`src/rtl/regbus_pkg.sv`:
```
// Shared opcode/status codes and bridge FSM state encoding for the host-link
// to register-bus bridge.
package regbus_pkg;

    localparam logic [7:0] OP_READ    = 8'h01;
    localparam logic [7:0] OP_WRITE   = 8'h02;

    localparam logic [7:0] ST_OK      = 8'h00;
    localparam logic [7:0] ST_REGERR  = 8'h01;
    localparam logic [7:0] ST_TIMEOUT = 8'h02;
    localparam logic [7:0] ST_BADOP   = 8'h03;

    typedef enum logic [2:0] {
        IDLE,
        ADDRH,
        ADDRL,
        WDATA,
        REQ,
        WAIT,
        RESP
    } state_e;

    function automatic logic is_opcode(input logic [7:0] b);
        return (b == OP_READ) || (b == OP_WRITE);
    endfunction

endpackage

```
`src/rtl/regbus_bridge.sv`:
```
// Byte-stream command bridge: parses read/write frames from the host link,
// issues one register-bus transaction and streams back a status/data response.
module regbus_bridge
    import regbus_pkg::*;
#(
    parameter int unsigned TIMEOUT = 1024
) (
    input  logic        clk,
    input  logic        rst,
    input  logic [7:0]  rxdata,
    input  logic        rxvalid,
    output logic        rxready,
    output logic [7:0]  txdata,
    output logic        txvalid,
    input  logic        txready,
    output logic        regreq,
    output logic        regwr,
    output logic [11:0] regaddr,
    output logic [31:0] regwdata,
    input  logic        regack,
    input  logic        regerr,
    input  logic [31:0] regrdata
);

    localparam logic [15:0] TIMER_LAST = 16'(TIMEOUT - 1);

    state_e      state_q;
    logic        regwr_q;
    logic [11:0] regaddr_q;
    logic [31:0] regwdata_q;
    logic [15:0] timer_q;
    logic [2:0]  cnt_q;
    logic [7:0]  txdata_q;
    logic [31:0] shift_q;

    logic rx_fire;
    logic tx_fire;

    // rxready is gated by rst so no byte is taken while reset is held.
    assign rxready  = !rst && (state_q inside {IDLE, ADDRH, ADDRL, WDATA});
    assign rx_fire  = rxvalid && rxready;
    assign txvalid  = (state_q == RESP);
    assign tx_fire  = txvalid && txready;
    assign txdata   = txdata_q;
    assign regreq   = (state_q == REQ);
    assign regwr    = regwr_q;
    assign regaddr  = regaddr_q;
    assign regwdata = regwdata_q;

    always_ff @(posedge clk or posedge rst) begin
        if (rst) begin
            state_q    <= IDLE;
            regwr_q    <= 1'b0;
            regaddr_q  <= '0;
            regwdata_q <= '0;
            timer_q    <= '0;
            cnt_q      <= '0;
            txdata_q   <= '0;
            shift_q    <= '0;
        end else begin
            unique case (state_q)
                IDLE: begin
                    if (rx_fire) begin
                        if (is_opcode(rxdata)) begin
                            regwr_q <= (rxdata == OP_WRITE);
                            state_q <= ADDRH;
                        end else begin
                            txdata_q <= ST_BADOP;
                            cnt_q    <= '0;
                            state_q  <= RESP;
                        end
                    end
                end
                ADDRH: begin
                    if (rx_fire) begin
                        regaddr_q[11:8] <= rxdata[3:0];
                        state_q         <= ADDRL;
                    end
                end
                ADDRL: begin
                    if (rx_fire) begin
                        regaddr_q[7:0] <= rxdata;
                        cnt_q          <= '0;
                        state_q        <= regwr_q ? WDATA : REQ;
                    end
                end
                WDATA: begin
                    if (rx_fire) begin
                        regwdata_q <= {regwdata_q[23:0], rxdata};
                        if (cnt_q == 3'd3) begin
                            cnt_q   <= '0;
                            state_q <= REQ;
                        end else begin
                            cnt_q <= cnt_q + 3'd1;
                        end
                    end
                end
                REQ: begin
                    timer_q <= '0;
                    state_q <= WAIT;
                end
                WAIT: begin
                    // An ack on the final timer cycle still wins over timeout.
                    if (regack) begin
                        timer_q <= '0;
                        state_q <= RESP;
                        if (regerr) begin
                            txdata_q <= ST_REGERR;
                            cnt_q    <= '0;
                        end else begin
                            txdata_q <= ST_OK;
                            shift_q  <= regrdata;
                            cnt_q    <= regwr_q ? 3'd0 : 3'd4;
                        end
                    end else if (timer_q == TIMER_LAST) begin
                        timer_q  <= '0;
                        txdata_q <= ST_TIMEOUT;
                        cnt_q    <= '0;
                        state_q  <= RESP;
                    end else begin
                        timer_q <= timer_q + 16'd1;
                    end
                end
                RESP: begin
                    if (tx_fire) begin
                        if (cnt_q == 3'd0) begin
                            state_q <= IDLE;
                        end else begin
                            txdata_q <= shift_q[31:24];
                            shift_q  <= {shift_q[23:0], 8'h00};
                            cnt_q    <= cnt_q - 3'd1;
                        end
                    end
                end
                default: state_q <= IDLE;
            endcase
        end
    end

endmodule

```
`config.mk`:
```
export PLATFORM = sky130hd
export DESIGN_NAME = regbus_bridge
export DESIGN_NICKNAME = d
export VERILOG_FILES = /design/src/rtl/regbus_pkg.sv /design/src/rtl/regbus_bridge.sv
export SDC_FILE = /design/constraint.sdc
export NUM_CORES = 1
export LEC_CHECK = 0
export BUFFER_PORTS_ARGS = -buffer_cell sky130_fd_sc_hd__buf_2
export CORE_MARGIN = 8
export CORE_UTILIZATION = 45
export DETAILED_ROUTE_END_ITERATION = 8
export PLACE_DENSITY = 0.68
export SYNTH_ARGS = -nofsm -noshare
export SYNTH_HDL_FRONTEND = slang
export SYNTH_SLANG_ARGS = --single-unit
```
`constraint.sdc`:
```
create_clock -name clk -period 4.75 [get_ports clk]
set_input_delay 1.425 -clock clk [delete_from_list [all_inputs] [get_ports clk]]
set_output_delay 1.425 -clock clk [all_outputs]
set_load 0.1 [all_outputs]
```
==> reports/results.ini <==
[run_status]
status = finished, final reports clean

[clock_tree]
hold_buffers = 0
cts.clk_slew.worst_paths_ns = 0.11
insertion_delay_ns = 0.37
post_cts_buffers = 0
clock_path_buffers = 2
cts-resized-gates = 0
h-tree-depth = 3
cts_tree = yes
cts_made_buffers = 9
cts_root_buf = clkbuf_8
cts.sinks = 107

[routing]
wl_per_cell_um = 15.6
antenna_left = 0
drt-initial-drc-count = 274
routed_wirelength_um = 11100
wl_met2_um = 5420
via_per_inst = 5.27
wl_met3_um = 574
via_count = 3757
drc_errors = 0
wl_met1_um = 5030
dr.pass1.iters = 4
top_layer_used = met4

[synth]
synth_cell_types = 52
synth_flop_cell = dfrtp_1
synth_nets = 524
syn_area_mm2 = 0.00498
yosysSeqAreaShare = 0.538
synth_xor_xnor_area_share = 0.0106
synth_top_family_by_area = simple AND/OR/NAND/NOR gates
yosysWarnings = 0
synth_mux_area_frac = 0.133
synth.area.top_cells = dfrtp_1, mux2_2, nand2_1
synthArstFlopShare = 1.00
synth_adder_area_share = 0.0101
synth_top_cell_area_share = 0.538
synth_edf_count = 0
yosysMostFrequentCell = dfrtp_1
ys_ff_latch = 107
yosysTopAreaCell = dfrtp_1
synth-simple-area-share = 0.159
synth_compound_area_frac = 0.111
synth_common_cells = dfrtp_1, nand2_1, mux2_2
synthCells = 474
syn_avg_cell_area_um2 = 10.5

[setup_path]
r2r_end = txdata[1]
r2r_setup_slack_ns = 1.95
startpoint = state_q[0]
endpoint = txvalid
reg2reg_from = timer_q[0]
required_ns = 3.32
critPathKind = flip-flop to output pin
startpoint_type = flip-flop
crit_arrival_ns = 2.11
timing.reg2reg.worst_path_depth = 6
crit_path_end_kind = output pin
path_max_fanout = 29

[global_route]
grt_pass1_wl_um = 18600
grt-ovfl-total = 0
grt_max_degree = 69
grtUsageTotal = 0.154
antenna_found_initial = 0
grt_pass1_vias = 3829

[placed_design]
numPortBuffers = 101
place_congestion = 0.841
dpl-instance-area_mm2 = 0.00560
dpl.hpwl_um = 8030

[flow_run]
max-cap-violations = 0

[pwr]
power_leakage_uw = 0.00275
ir_drop_mv = 0.553
power.density_mw_per_mm2 = 738

[floorplan]
ioPinCount = 102
core.rowCount = 38
dieArea_mm2 = 0.0147
initial_core_util = 0.459
coreArea_mm2 = 0.0108
die_h_um = 121
fp.dieW_um = 121

[sta]
min_period_ns = 3.53
period_share = 0.743
final.setup_skew_ns = 0.00826
finalMaxSlewViolations = 0
timing.fmax_ghz = 0.283
setup_viol = 0
tightest_slew_ns = 0.851
setup_tns_ns = 0
finalHoldViolCount = 0
rsz0062_at_grt = false
slew-limit-headroom = 0.431

[layout]
drive_gt1_frac = 0.318
multi_input_area_mm2 = 0.00210
stdcell_area_mm2 = 0.00578
diodes = 0
regArea_mm2 = 0.00268
utilization = 0.533
area_delta_synth_final_pct = 16.1
nNetsFinal = 618
n_fill_cell = 1000

[worst_hold_path]
min_path_type = flip-flop to flip-flop

-- worst max-delay path, cell delays in order (launching register included) --
cell	delay (ns)
dfrtp_1	0.61
nor2b_1	0.26
nand2_1	0.07
buf_4	0.26
inv_1	0.10
buf_2	0.43
-- placed cells by master, fill, tap and decap left out, drive strengths merged, types with 8 or more instances in the layout --
master / instances
a21oi: 10
a22o: 9
a31oi: 27
buf: 109
clkbuf: 9
dfrtp: 107
inv: 21
mux2: 50
mux2i: 9
nand2: 80
nand3: 8
nor2: 37
nor3: 10
o21ai: 20
-- flip-flops by register name (all words and copies together) (netlist names) --
signal    count
regaddr      12
shift_q      32
timer_q      16
regwr         1
txdata        8
regwdata     32
state_q       3
cnt_q         3
-- cell families (layout without fill, tap and decap cells) --
logic type	Yosys count	count (layout)
xor+xnor	6	6
fa+ha+maj	4	4
buf+inv	45	144
mux	59	59
flops	107	107
simple gates	170	170
compound gates	83	83
-- how the worst min path moves through the flow --
stage | start | to | depth (start not counted)
final | regwdata[26] | regwdata[26] | 1
after global routing | regwdata[29] | regwdata[29] | 1
after CTS | regwdata[26] | regwdata[26] | 1
after detailed placement | regwdata[26] | regwdata[26] | 1
after global placement | regwdata[27] | regwdata[27] | 1
after floorplan | shift_q[0] | shift_q[0] | 1
-- routing by layer --
metal,GRT usage,up-vias
met5,0,-
met4,0.0447,0
met3,0.0377,7
met2,0.251,74
met1,0.199,1838
li1,-,1838
-- through the flow --
stage                     setup slack, ns  total power (uW)  hold WS (ns)  std cells
final                                1.22              4270         0.512        713
after global routing                 1.08              4500         0.532        713
after CTS                            1.21              4300         0.514        713
after detailed placement             1.25              3770         0.490        697
after global placement               1.25              3730         0.487        697
after floorplan                     0.508              3390         0.473        474
-- final cells by class --
type                            count  area share
Sequential cell                   107       0.463
Multi-Input combinational cell    322       0.364
Timing Repair Buffer              109      0.0978
Tap cell                          140      0.0303
Clock buffer                        9      0.0214
Inverter                           19      0.0128
Clock inverter                      7      0.0106
-- power breakdown --
group	switching (uW)	internal [uW]	total (uW)
sequential	220	1220	1440
clock	326	199	525
combinational	1740	562	2300
total	2290	1980	4270
Note: power is estimated with default switching activity, not from simulation.
